==> config.mk <==
export PLATFORM = sky130hd
export DESIGN_NAME = dma_bus_arbiter_flat
export DESIGN_NICKNAME = d
export VERILOG_FILES = /design/src/rtl/dma_bus_arbiter_if.sv /design/src/rtl/dma_bus_arbiter.sv /design/src/flat_wrapper.sv
export SDC_FILE = /design/constraint.sdc
export NUM_CORES = 1
export LEC_CHECK = 0
export ABC_AREA = 0
export BUFFER_PORTS_ARGS = -buffer_cell sky130_fd_sc_hd__buf_2
export CORE_MARGIN = 10
export CORE_UTILIZATION = 45
export CTS_CLUSTER_SIZE = 24
export DETAILED_ROUTE_END_ITERATION = 16
export PLACE_DENSITY_LB_ADDON = 0.08
export SLEW_MARGIN = 25
export SYNTH_ARGS = -nofsm -noshare
export SYNTH_HDL_FRONTEND = slang
export SYNTH_SLANG_ARGS = --single-unit
==> constraint.sdc <==
create_clock -name clk -period 3.95 [get_ports clk]
set_clock_uncertainty 0.05 [all_clocks]
set_input_delay 0.79 -clock clk [delete_from_list [all_inputs] [get_ports clk]]
set_output_delay 0.79 -clock clk [all_outputs]
set_load 0.05 [all_outputs]
==> src/rtl/dma_bus_arbiter_if.sv <==
// Bus bundle for dma_bus_arbiter: core-side request, system bus and DMC fetch port.
// The master modport is the arbiter's view; slave is the surrounding wrapper's view.
interface dma_bus_arbiter_if;
    logic [15:0] cpu_addr_i;
    logic [7:0]  cpu_data_i;
    logic        cpu_rw_i;
    logic [7:0]  bus_data_i;
    logic [15:0] addr_o;
    logic [7:0]  data_o;
    logic        rw_o;
    logic        cpu_halt;
    logic        oam_busy;
    logic        dmc_req;
    logic [15:0] dmc_addr_i;
    logic        dmc_ack;
    logic [7:0]  dmc_data_o;

    modport master (
        input  cpu_addr_i, cpu_data_i, cpu_rw_i, bus_data_i, dmc_req, dmc_addr_i,
        output addr_o, data_o, rw_o, cpu_halt, oam_busy, dmc_ack, dmc_data_o
    );

    modport slave (
        output cpu_addr_i, cpu_data_i, cpu_rw_i, bus_data_i, dmc_req, dmc_addr_i,
        input  addr_o, data_o, rw_o, cpu_halt, oam_busy, dmc_ack, dmc_data_o
    );
endinterface

==> src/rtl/dma_bus_arbiter.sv <==
// CPU-side bus owner: arbitrates the 6502 core, OAM sprite DMA ($4014) and DMC sample fetches.
// Define DMC_DMA_EN to include the DMC fetch path; without it only OAM DMA is built.
module dma_bus_arbiter (
    input  logic              clk,
    input  logic              rst,
    dma_bus_arbiter_if.master bus
);
    localparam logic [15:0] OAM_DATA_ADDR = 16'h2004;
    localparam logic [15:0] OAM_TRIG_ADDR = 16'h4014;

    typedef enum logic [2:0] {
        IDLE   = 3'd0,
        HALT   = 3'd1,
        ALIGN  = 3'd2,
        OAM_RD = 3'd3,
        OAM_WR = 3'd4
`ifdef DMC_DMA_EN
        ,
        DMC_RD  = 3'd5,
        DMC_CAP = 3'd6
`endif
    } state_t;

    state_t     state;
    state_t     state_nxt;
    state_t     xfer_entry;
    logic       put;
    logic       oam_pend;
    logic       dmc_pend;
    logic       any_pend;
    logic       oam_trig;
    logic [7:0] page;
    logic [7:0] idx;

`ifdef DMC_DMA_EN
    assign dmc_pend = bus.dmc_req && (state != DMC_RD) && (state != DMC_CAP);
`else
    logic unused_dmc;
    assign unused_dmc = ^{bus.dmc_req, bus.dmc_addr_i};
    assign dmc_pend   = 1'b0;
`endif

    assign any_pend = dmc_pend || oam_pend;
    assign oam_trig = (state == IDLE) && !bus.cpu_rw_i && (bus.cpu_addr_i == OAM_TRIG_ADDR);

    always_ff @(posedge clk or posedge rst) begin
        if (rst) begin
            state <= IDLE;
        end else begin
            state <= state_nxt;
        end
    end

    // Get/put parity, OAM source page and byte index.
    always_ff @(posedge clk or posedge rst) begin
        if (rst) begin
            put      <= 1'b0;
            oam_pend <= 1'b0;
            idx      <= 8'h00;
            page     <= 8'h00;
        end else begin
            put <= ~put;
            if (oam_trig) begin
                page     <= bus.cpu_data_i;
                idx      <= 8'h00;
                oam_pend <= 1'b1;
            end else if (state == OAM_WR) begin
                idx <= idx + 8'd1;
                if (idx == 8'hFF) begin
                    oam_pend <= 1'b0;
                end
            end
        end
    end

    always_comb begin
        xfer_entry = IDLE;
        if (oam_pend) begin
            xfer_entry = OAM_RD;
        end
`ifdef DMC_DMA_EN
        if (dmc_pend) begin
            xfer_entry = DMC_RD;
        end
`endif
        state_nxt = state;
        case (state)
            IDLE: begin
                if (any_pend && bus.cpu_rw_i) begin
                    state_nxt = HALT;
                end
            end
            HALT:   state_nxt = put ? xfer_entry : ALIGN;
            ALIGN:  state_nxt = xfer_entry;
            OAM_RD: state_nxt = OAM_WR;
            OAM_WR: begin
                if (oam_pend && (idx != 8'hFF)) begin
                    state_nxt = OAM_RD;
                end else begin
                    state_nxt = IDLE;
                end
`ifdef DMC_DMA_EN
                if (dmc_pend) begin
                    state_nxt = DMC_RD;
                end
`endif
            end
`ifdef DMC_DMA_EN
            DMC_RD:  state_nxt = DMC_CAP;
            DMC_CAP: state_nxt = oam_pend ? OAM_RD : IDLE;
`endif
            default: state_nxt = IDLE;
        endcase
    end

    // Bus drive; everything outside a transfer passes the core through.
    always_comb begin
        bus.addr_o     = bus.cpu_addr_i;
        bus.data_o     = bus.cpu_data_i;
        bus.rw_o       = bus.cpu_rw_i;
        bus.dmc_ack    = 1'b0;
        bus.dmc_data_o = 8'h00;
        case (state)
            HALT, ALIGN: begin
                bus.rw_o = 1'b1;
            end
            OAM_RD: begin
                bus.addr_o = {page, idx};
                bus.rw_o   = 1'b1;
            end
            OAM_WR: begin
                bus.addr_o = OAM_DATA_ADDR;
                bus.rw_o   = 1'b0;
                bus.data_o = bus.bus_data_i;
            end
`ifdef DMC_DMA_EN
            DMC_RD: begin
                bus.addr_o = bus.dmc_addr_i;
                bus.rw_o   = 1'b1;
            end
            DMC_CAP: begin
                bus.addr_o     = bus.dmc_addr_i;
                bus.rw_o       = 1'b1;
                bus.dmc_ack    = 1'b1;
                bus.dmc_data_o = bus.bus_data_i;
            end
`endif
            default: begin
            end
        endcase
        bus.cpu_halt = !rst && ((state != IDLE) || (any_pend && bus.cpu_rw_i));
        bus.oam_busy = oam_pend;
    end
endmodule

==> src/flat_wrapper.sv <==
// flat-port wrapper written by rule: the top's interface ports become plain ports
module dma_bus_arbiter_flat 
  (clk, rst, bus_cpu_addr_i, bus_cpu_data_i, bus_cpu_rw_i, bus_bus_data_i, bus_dmc_req, bus_dmc_addr_i, bus_addr_o, bus_data_o, bus_rw_o, bus_cpu_halt, bus_oam_busy, bus_dmc_ack, bus_dmc_data_o);
  dma_bus_arbiter_if bus_i ();
  input  logic clk;
  input  logic rst;
  input wire logic [$bits(bus_i.cpu_addr_i)-1:0] bus_cpu_addr_i;
  input wire logic [$bits(bus_i.cpu_data_i)-1:0] bus_cpu_data_i;
  input wire logic [$bits(bus_i.cpu_rw_i)-1:0] bus_cpu_rw_i;
  input wire logic [$bits(bus_i.bus_data_i)-1:0] bus_bus_data_i;
  input wire logic [$bits(bus_i.dmc_req)-1:0] bus_dmc_req;
  input wire logic [$bits(bus_i.dmc_addr_i)-1:0] bus_dmc_addr_i;
  output wire logic [$bits(bus_i.addr_o)-1:0] bus_addr_o;
  output wire logic [$bits(bus_i.data_o)-1:0] bus_data_o;
  output wire logic [$bits(bus_i.rw_o)-1:0] bus_rw_o;
  output wire logic [$bits(bus_i.cpu_halt)-1:0] bus_cpu_halt;
  output wire logic [$bits(bus_i.oam_busy)-1:0] bus_oam_busy;
  output wire logic [$bits(bus_i.dmc_ack)-1:0] bus_dmc_ack;
  output wire logic [$bits(bus_i.dmc_data_o)-1:0] bus_dmc_data_o;
  assign bus_i.cpu_addr_i = bus_cpu_addr_i;
  assign bus_i.cpu_data_i = bus_cpu_data_i;
  assign bus_i.cpu_rw_i = bus_cpu_rw_i;
  assign bus_i.bus_data_i = bus_bus_data_i;
  assign bus_i.dmc_req = bus_dmc_req;
  assign bus_i.dmc_addr_i = bus_dmc_addr_i;
  assign bus_addr_o = bus_i.addr_o;
  assign bus_data_o = bus_i.data_o;
  assign bus_rw_o = bus_i.rw_o;
  assign bus_cpu_halt = bus_i.cpu_halt;
  assign bus_oam_busy = bus_i.oam_busy;
  assign bus_dmc_ack = bus_i.dmc_ack;
  assign bus_dmc_data_o = bus_i.dmc_data_o;
  dma_bus_arbiter u_core (.clk(clk), .rst(rst), .bus(bus_i));
endmodule
==> metrics.txt, run 1 <==
Critical Path Start Type flop; Peak Freq 293 MHz; reg2reg end u_core.page[5]; Worst R2R Setup Slack 1.62 ns; clk slew on worst S/H paths 0.12 ns; Port-buffer cells 61; Slowest Stage Delay on Critical Path 0.49 ns; CTS tree done; Reg2Reg Depth 5; Max VDD drop 0.152 mV; Post-DP HPWL 3250 µm; sequential area share after synthesis 0.388; Final Hold Viols 0; Die ar. 5600 µm²; Cell Rows 19; Pre-Repair DR Iteration Count 4; Clock Sink Count 21; All-Layer GR Usage 0.147; largest net degree at the start of global routing 22; Leak Pwr 0.962 nW; Mapped Area 1350 µm²; fin crit share 0.864; CP max-delay cell dfrtp_1; asr flop ratio synth 1.00; initial antenna violation count 0; Hold Path Cell Cnt 1; layout overhead on the synthesized area 23.6%; class of the most critical setup path flop to output pin; Via density 5.39; CP Cell Sequence nor2b_1 -> nand2_1 -> inv_1 -> nor2_1 -> buf_4 -> a22o_1 -> buf_2; Final setup viols 0; global-route wire length before repair 6550 µm; hold_sp u_core.put; register bit count reported by yosys 21; HP Class flop to flop; pwr/cell area 264 nW/µm²; post-layout power 0.442 mW; Final Slew Violations 0; CP max FO 16; Syn Area/Cell 8.97 µm²; Via Count 1305; clk buf depth 2; Die Height 74.9 µm; Hold-fix buffers, CTS 0; Buf/Inv on CP 3; worst r2r src u_core.state[0]; Final #Nets 265; outcome complete, no violations; cts repair resizes 0; ANT cells 0; Slew @ Worst Pin 0.815 ns; Die Span X 74.9 µm; routability cong. 0.917; grt ovf 0; Root Buffer clkbuf_4; CP Capture Type output pin; Clock Latency Late Sink 0.30 ns; drt drc 0; EDFF count, synth 0; Worst Path Required 3.11 ns; fraction of layout cells with a size suffix above 1 0.370; setup tns final 0 ns; core area 2810 µm²; drt initial violations 51; max-cap check violation count 0; Post-CTS Setup Inserts 0; Synth warnings 0; post-route antenna net violation count 0; Hold EP u_core.put; Synth cell types 36; total CTS buffers 3; # H-tree levels 1; Worst EP arrival 2.57 ns; slew margin rel. 0.456; cell family with most CP delay simple AND/OR/NAND/NOR gates; unrepaired setup endpoints after global routing false; vias in the first global route 1396; Initial Util 0.483; wire length per cell 16.7 µm; Ports 88; Mapped Cells 151; final wirelength 4040 µm; ys flop type dfrtp_1; Final min period 3.41 ns
-- logic make-up after synthesis --
family	synth area share
xor+xnor	0.0453
buf+inv	0.0878
fa+ha+maj	0.00924
flops	0.388
other cells	0.00277
mux	0.0693
simple gates	0.241
compound gates	0.156
-- layout by cell type, fill, tap and decap left out --
cell type	synthesis	layout
o21a_1	2	2
a31oi_1	1	1
a21oi_1	4	4
nor3b_2	1	1
clkbuf_1	3	1
conb_1	1	9
dfrtp_1	21	21
nor3b_1	1	1
a22o_1	14	14
nand3_1	5	5
mux2_4	1	1
o21ai_0	4	4
buf_2	2	61
mux2_2	7	7
nand2_1	33	33
nor2_1	9	9
nor3_1	2	2
xnor2_1	1	1
nor4_1	1	1
and4_1	1	1
nor4bb_1	1	1
nor2b_1	2	2
or4_4	1	1
and3_1	1	1
o22a_1	2	2
xor2_1	6	6
o211a_1	1	1
and2_1	1	1
buf_4	9	3
clkbuf_4	0	3
nand2b_1	1	1
ha_1	1	1
nand4_1	4	4
inv_1	4	4
nor4_4	1	1
-- cells in the mapped netlist, types with 2 or more instances --
cell,n,share of area
o22a_1,2,0.013
nand3_1,5,0.018
buf_4,9,0.050
nor3_1,2,0.0074
nor2b_1,2,0.0092
a22o_1,14,0.091
nand4_1,4,0.018
inv_1,4,0.011
xor2_1,6,0.039
mux2_2,7,0.058
dfrtp_1,21,0.39
o21ai_0,4,0.015
a21oi_1,4,0.015
o21a_1,2,0.011
nor2_1,9,0.025
nand2_1,33,0.091
clkbuf_1,3,0.0083
buf_2,2,0.0074
-- routing by layer --
metal	share of wire	global-route usage	up-vias
met3	0.10	0.0591	4
met1	0.43	0.175	613
met2	0.47	0.242	56
met4	0.0057	0.0336	0
li1	-	-	632
met5	0	0	-
-- registers in the layout, indices dropped and copies added (netlist names) --
register and count:
u_core.state 3, u_core.bus.oam_busy 1, u_core.page 8, u_core.put 1, u_core.idx 8
-- area by class of cell --
class	instances	area, µm²
clock buffer	4	26.3
fill	284	1130
inverter	4	15.0
multi-input combinational	118	739
sequential	21	526
tap	31	38.8
timing repair buffer	64	328
-- per-stage QoR --
stage | utilization | hold WS, ns | worst slack, ns | cells | instance area (µm²)
after global routing | 0.596 | 0.444 | 0.300 | 242 | 1670
after detailed placement | 0.587 | 0.385 | 0.878 | 238 | 1650
after floorplan | - | 0.358 | 1.36 | 159 | 1380
final | 0.596 | 0.398 | 0.536 | 242 | 1670
after CTS | 0.596 | 0.402 | 0.532 | 242 | 1670
after global placement | 0.587 | 0.375 | 0.935 | 238 | 1650
-- report_power, final --
group | total (mW) | switching, mW | leakage (nW) | internal, mW
combinational | 0.120 | 0.0907 | 0.658 | 0.0298
clock | 0.106 | 0.0668 | 0.0150 | 0.0393
sequential | 0.215 | 0.0000403 | 0.289 | 0.215
total | 0.442 | 0.158 | 0.962 | 0.284
-- how the worst max path moves through the flow --
stage	from	end	cells after the start
floorplan	u_core.state[1]	bus_addr_o[0]	7
global placement	u_core.state[1]	bus_addr_o[5]	7
detailed placement	u_core.state[1]	bus_addr_o[5]	7
CTS	u_core.state[1]	bus_addr_o[5]	7
global route	u_core.state[1]	bus_addr_o[7]	7
finish	u_core.state[1]	bus_addr_o[5]	7
(Power assumes the default switching activity.)
==> inputs of run 2 (changes only) <==
--- a/config.mk
+++ b/config.mk
@@ -9,6 +9,7 @@
 export BUFFER_PORTS_ARGS = -buffer_cell sky130_fd_sc_hd__buf_2
 export CORE_MARGIN = 10
 export CORE_UTILIZATION = 45
+export CTS_BUF_LIST = sky130_fd_sc_hd__clkbuf_16
 export CTS_CLUSTER_SIZE = 24
 export DETAILED_ROUTE_END_ITERATION = 16
 export PLACE_DENSITY_LB_ADDON = 0.08
==> run 2 against run 1 <==
Compared with the run above: maximum frequency grew 2.1%; via count is 1.5% higher; global-route usage increased by 0.054 points; hold slack got worse by 0.0095 ns; critical endpoint is now bus_addr_o[7]; clock-buffer cell count fell by 1; first-iteration DRC count rose by 3.9%; critical path type unchanged; worst setup slack better by 0.069 ns; final cell count unchanged.
==> metrics.txt, run 2 (same netlist as run 1, synthesis figures left out) <==
outcome complete, no violations; slew margin rel. 0.448 (-0.00822); Hold-fix buffers, CTS 0 (unchanged); Peak Freq 299 MHz (+2.1%); core area 2810 µm² (unchanged); Via Count 1325 (+1.5%); fraction of layout cells with a size suffix above 1 0.370 (unchanged); Ports 88 (unchanged); layout overhead on the synthesized area 27.4%; Reg2Reg Depth 5 (unchanged); final wirelength 4060 µm (+0.54%); Cell Rows 19 (unchanged); Worst EP arrival 2.50 ns (-0.07 ns); Hold Path Cell Cnt 1 (unchanged); Pre-Repair DR Iteration Count 5 (+1); Die Span X 74.9 µm (unchanged); Critical Path Start Type flop; CTS tree done; Slew @ Worst Pin 0.827 ns (+0.0123 ns); HP Class flop to flop; Die Height 74.9 µm (unchanged); Max Used Layer met4; pwr/cell area 317 nW/µm² (+20%); clk slew on worst S/H paths 0.06 ns (-0.06 ns); All-Layer GR Usage 0.147 (+0.000542); Die ar. 5600 µm² (unchanged); class of the most critical setup path flop to output pin; # H-tree levels 1 (unchanged); biggest regs u_core.idx (8), u_core.page (8), u_core.state (3); drt initial violations 53 (+3.9%); Final min period 3.34 ns (-0.0689 ns); cts repair resizes 0 (unchanged); Max VDD drop 0.140 mV (-7.4%); Worst R2R Setup Slack 1.65 ns (+0.03 ns); clk buf depth 2 (unchanged); metal3 WL 369 µm (-9.1%); vias in the first global route 1413 (+1.2%); Non-Filler Instances 242 (unchanged); setup tns final 0 ns (unchanged); total CTS buffers 3 (unchanged); Final #Nets 265 (unchanged); Root Buffer clkbuf_16; routed wl met2 1930 µm (+2.0%); Final setup viols 0 (unchanged); largest net degree at the start of global routing 22 (unchanged); Post-CTS Setup Inserts 0 (unchanged); Port-buffer cells 61 (unchanged); Final Slew Violations 0 (unchanged); max-cap check violation count 0 (unchanged); Cells after DPL 238 (unchanged); Worst Path Required 3.11 ns (about the same); CP max FO 16 (unchanged); fin crit share 0.847 (-0.0174); Final Hold Viols 0 (unchanged); Clock Latency Late Sink 0.25 ns (-0.05 ns); drt drc 0 (unchanged); commonest non-fill, non-tap cells in the layout buf_2, nand2_1, dfrtp_1; unrepaired setup endpoints after global routing false; grt ovf 0 (unchanged); ANT cells 0 (unchanged); Initial Util 0.483 (unchanged); wl on met1 1740 µm (+1.0%); post-route antenna net violation count 0 (unchanged); most common cell after layout, fill and taps aside buf_2; Post-DP HPWL 3250 µm (unchanged); global-route wire length before repair 6660 µm (+1.7%); routability cong. 0.917 (unchanged); Via density 5.48 (+1.5%); Leak Pwr 0.989 nW (+2.8%); initial antenna violation count 0 (unchanged); CP Capture Type output pin; wire length per cell 16.8 µm (+0.54%); Clock Sink Count 21 (unchanged); Fillers 276 (-2.8%)
-- run 2: cell types whose count changed in the layout (fill, tap and decap cells not counted), sizes merged --
cell | before | now
clkbuf | 4 | 3
inv | 4 | 5
-- run 2: routing by layer --
metal	up-vias	global-route usage
li1	633	-
met1	634	0.177
met2	54	0.247
met3	4	0.0578
met4	0	0.0231
met5	-	0
-- run 2: power breakdown --
group / switching, mW / total (mW) / internal [mW]
Sequential: 0.0000411 / 0.215 / 0.215
Combinational: 0.0908 / 0.121 / 0.0298
Clock: 0.0763 / 0.211 / 0.135
Total: 0.167 / 0.547 / 0.380
-- run 2: worst paths after layout --
kind                            startpoint              end
setup / recovery           u_core.state[1]    bus_addr_o[7]
hold / removal                  u_core.put       u_core.put
setup reg to reg           u_core.state[0]   u_core.page[5]
hold reg to reg                 u_core.put       u_core.put
max in group asynchronous              rst    u_core.idx[0]
min in group asynchronous              rst  u_core.state[0]
-- run 2: area by class of cell --
cell class / instances / area [µm²] / share of cell area
tap: 31 / 38.8 / 0.0225
sequential: 21 / 526 / 0.305
timing repair buffer: 64 / 328 / 0.190
clock buffer: 3 / 75.1 / 0.0435
clock inverter: 1 / 3.75 / 0.00218
inverter: 4 / 15.0 / 0.00870
multi-input combinational: 118 / 739 / 0.429
-- run 2: critical path, stage by stage, from the launching register on --
cell	delay [ns]
dfrtp_1	0.47
nor2b_1	0.19
nand2_1	0.15
inv_1	0.27
nor2_1	0.49
buf_4	0.27
a22o_1	0.15
buf_2	0.26
-- run 2: stage by stage --
stage	hold slack [ns]	power, mW	setup WS (ns)	area, µm²	util
global route	0.434	0.565	0.385	1730	0.615
finish	0.388	0.547	0.605	1730	0.615
global placement	0.375	0.339	0.935	1650	0.587
CTS	0.393	0.549	0.593	1730	0.615
floorplan	0.358	0.310	1.36	1380	-
detailed placement	0.385	0.340	0.878	1650	0.587
==> inputs of run 3 (changes only) <==
--- a/config.mk
+++ b/config.mk
@@ -8,7 +8,7 @@
 export ABC_AREA = 0
 export BUFFER_PORTS_ARGS = -buffer_cell sky130_fd_sc_hd__buf_2
 export CORE_MARGIN = 10
-export CORE_UTILIZATION = 45
+export CORE_UTILIZATION = 38
 export CTS_BUF_LIST = sky130_fd_sc_hd__clkbuf_16
 export CTS_CLUSTER_SIZE = 24
 export DETAILED_ROUTE_END_ITERATION = 16
==> constraint.sdc (replaced) <==
create_clock -name clk -period 3 [get_ports clk]
set_clock_uncertainty 0.05 [all_clocks]
set_input_delay 0.6 -clock clk [delete_from_list [all_inputs] [get_ports clk]]
set_output_delay 0.6 -clock clk [all_outputs]
set_load 0.05 [all_outputs]
==> run 3 against run 2 <==
Compared with the run above: design area increased by 2.5%; sequential power increased by 32%; non-clock buffer count increased by 3; power increased by 33%; register-to-register slack got worse by 0.67 ns; utilization decreased by 9.3 points; largest cell class unchanged.
==> metrics.txt, run 3 (same netlist as run 1, synthesis figures left out) <==
global-route wire length before repair 6650 µm (-0.11%); Setup WS post-layout 0.346 ns (-0.259 ns); Slew @ Worst Pin 0.802 ns (-0.0250 ns); clk slew on worst S/H paths 0.06 ns (about the same); Clock Latency Late Sink 0.25 ns (about the same); Pre-Repair DR Iteration Count 4 (-1); Hold EP u_core.put; slew margin rel. 0.465 (+0.0167); clock share of power 0.394 (+0.008); Worst EP arrival 2.00 ns (-0.50 ns); setup slack at placement 0.619 ns (-0.258 ns); Hold-fix buffers, CTS 0 (unchanged); Hold Path Cell Cnt 1 (unchanged); pwr/cell area 412 nW/µm² (+30%); Final setup viols 0 (unchanged); Via density 4.99 (-8.9%); Non-Filler Instances 260 (+7.4%); Die Height 79.7 µm (+6.5%); Reg2Reg Depth 5 (unchanged); Final #Nets 268 (+1.1%); # H-tree levels 1 (unchanged); vias in the first global route 1419 (+0.42%); Die Span X 79.7 µm (+6.5%); total CTS buffers 3 (unchanged); Slowest Stage Delay on Critical Path 0.48 ns (about the same); commonest non-fill, non-tap cells in the layout buf_2, nand2_1, dfrtp_1; Initial Util 0.399 (-0.0832); initial antenna violation count 0 (unchanged); biggest regs u_core.idx (8), u_core.page (8), u_core.state (3); routability cong. 0.802 (-13%); cts repair resizes 0 (unchanged); Via Count 1297 (-2.1%); GRT met3 Usage 0.0495 (-0.00827); GR Util met2 0.208 (-0.0387); layer carrying the most global-route usage met2; Ports 88 (unchanged); Cell Rows 21 (+2); final wirelength 4010 µm (-1.4%); Die ar. 6350 µm² (+13%); CTS tree done; drt initial violations 43 (-19%); Peak Freq 377 MHz; Post-CTS Setup Inserts 0 (unchanged); ANT cells 0 (unchanged); worst r2r src u_core.state[0]; fraction of layout cells with a size suffix above 1 0.383 (+0.0135); unrepaired setup endpoints after global routing false; Clock Sink Count 21 (unchanged); Leak Pwr 1.00 nW (+1.4%); CP max-delay cell dfrtp_1; core area 3390 µm² (+21%); clk buf depth 2 (unchanged); max-cap check violation count 0 (unchanged); Final Hold Viols 0 (unchanged); class of the most critical setup path flop to output pin; CP Cell Sequence nor2b_1 -> nand2_1 -> inv_1 -> nor2_1 -> buf_4 -> a22o_1 -> buf_2; Cells after DPL 256 (+7.6%); fin crit share 0.885; drt drc 0 (unchanged); Port-buffer cells 61 (unchanged); Fillers 334 (+21%); Critical Path Start Type flop; Worst Path Required 2.35 ns (-0.76 ns); wire length per cell 15.4 µm (-8.2%); reg2reg end u_core.page[7]; Max VDD drop 0.208 mV (+48%); grt ovf 0 (unchanged); Cell Int Power 0.501 mW (+32%); setup tns final 0 ns (unchanged); Post-DP HPWL 3240 µm (-0.24%); CP Capture Type output pin; outcome complete, no violations; Multi-input gate area 739 µm² (unchanged); Root Buffer clkbuf_16; largest net degree at the start of global routing 22 (unchanged); most common cell after layout, fill and taps aside buf_2; hold_sp u_core.put; Final min period 2.65 ns; global routing usage on met1 0.152 (-0.0251); Worst R2R Setup Slack 0.98 ns (-0.67 ns); CP max FO 9 (-7); All-Layer GR Usage 0.128 (-0.0193); Sw Ratio 0.311 (+0.00554); total net switching power 0.227 mW (+36%); HP Class flop to flop; layout overhead on the synthesized area 30.6%; Flop pwr share 0.389 (-0.005); Sequential Area 526 µm² (unchanged); post-route antenna net violation count 0 (unchanged); Final Slew Violations 0 (unchanged); Gate power share 0.217 (-0.003)
## run 3: cell count changes in the layout (fill, tap and decap cells not counted), sizes merged
cell,delta
inv,-1
clkinv,+1
buf,+3
## run 3: layout make-up
type | instances | area share
multi-input combinational | 118 | 0.418
timing repair buffer | 67 | 0.198
inverter | 4 | 0.00849
clock inverter | 1 | 0.00283
tap | 46 | 0.0326
sequential | 21 | 0.297
clock buffer | 3 | 0.0425
## run 3: worst max-delay path by stage
stage,start,endpoint,slack (ns),cells past startpoint
detailed placement,u_core.state[1],bus_addr_o[5],0.62,7
floorplan,u_core.state[1],bus_addr_o[0],0.60,7
global route,u_core.state[1],bus_addr_o[5],0.20,7
global placement,u_core.state[1],bus_addr_o[8],0.67,7
CTS,u_core.state[1],bus_addr_o[5],0.33,7
finish,u_core.state[1],bus_addr_o[5],0.35,7
## run 3: routing by layer
metal  wire, µm  up-vias
li1           -      637
met1       1650      614
met2       1930       44
met3        403        2
met4         23        0
met5          0        -
## run 3: power by group through the flow
stage / sequential, mW / clock, mW / combinational [mW]
after global placement: 0.289 / 0 / 0.159
after CTS: 0.283 / 0.287 / 0.160
final: 0.283 / 0.287 / 0.158
after floorplan: 0.289 / 0 / 0.120
after global routing: 0.283 / 0.303 / 0.168
after detailed placement: 0.289 / 0 / 0.159
## run 3: through the flow
step / power (mW) / hold slack [ns] / utilization / instance area (µm²)
after floorplan: 0.408 / 0.358 / - / 1380
after global placement: 0.447 / 0.373 / 0.498 / 1690
after detailed placement: 0.448 / 0.379 / 0.498 / 1690
after CTS: 0.730 / 0.390 / 0.522 / 1770
after global routing: 0.755 / 0.429 / 0.522 / 1770
final: 0.728 / 0.390 / 0.522 / 1770
## run 3: worst max-delay path: cells and delay by family (launching register included)
| kind | cells | cell delay [ns] |
|---|---|---|
| compound gates | 1 | 0.18 |
| buf+inv | 3 | 0.63 |
| simple gates | 3 | 0.46 |
| flops | 1 | 0.48 |
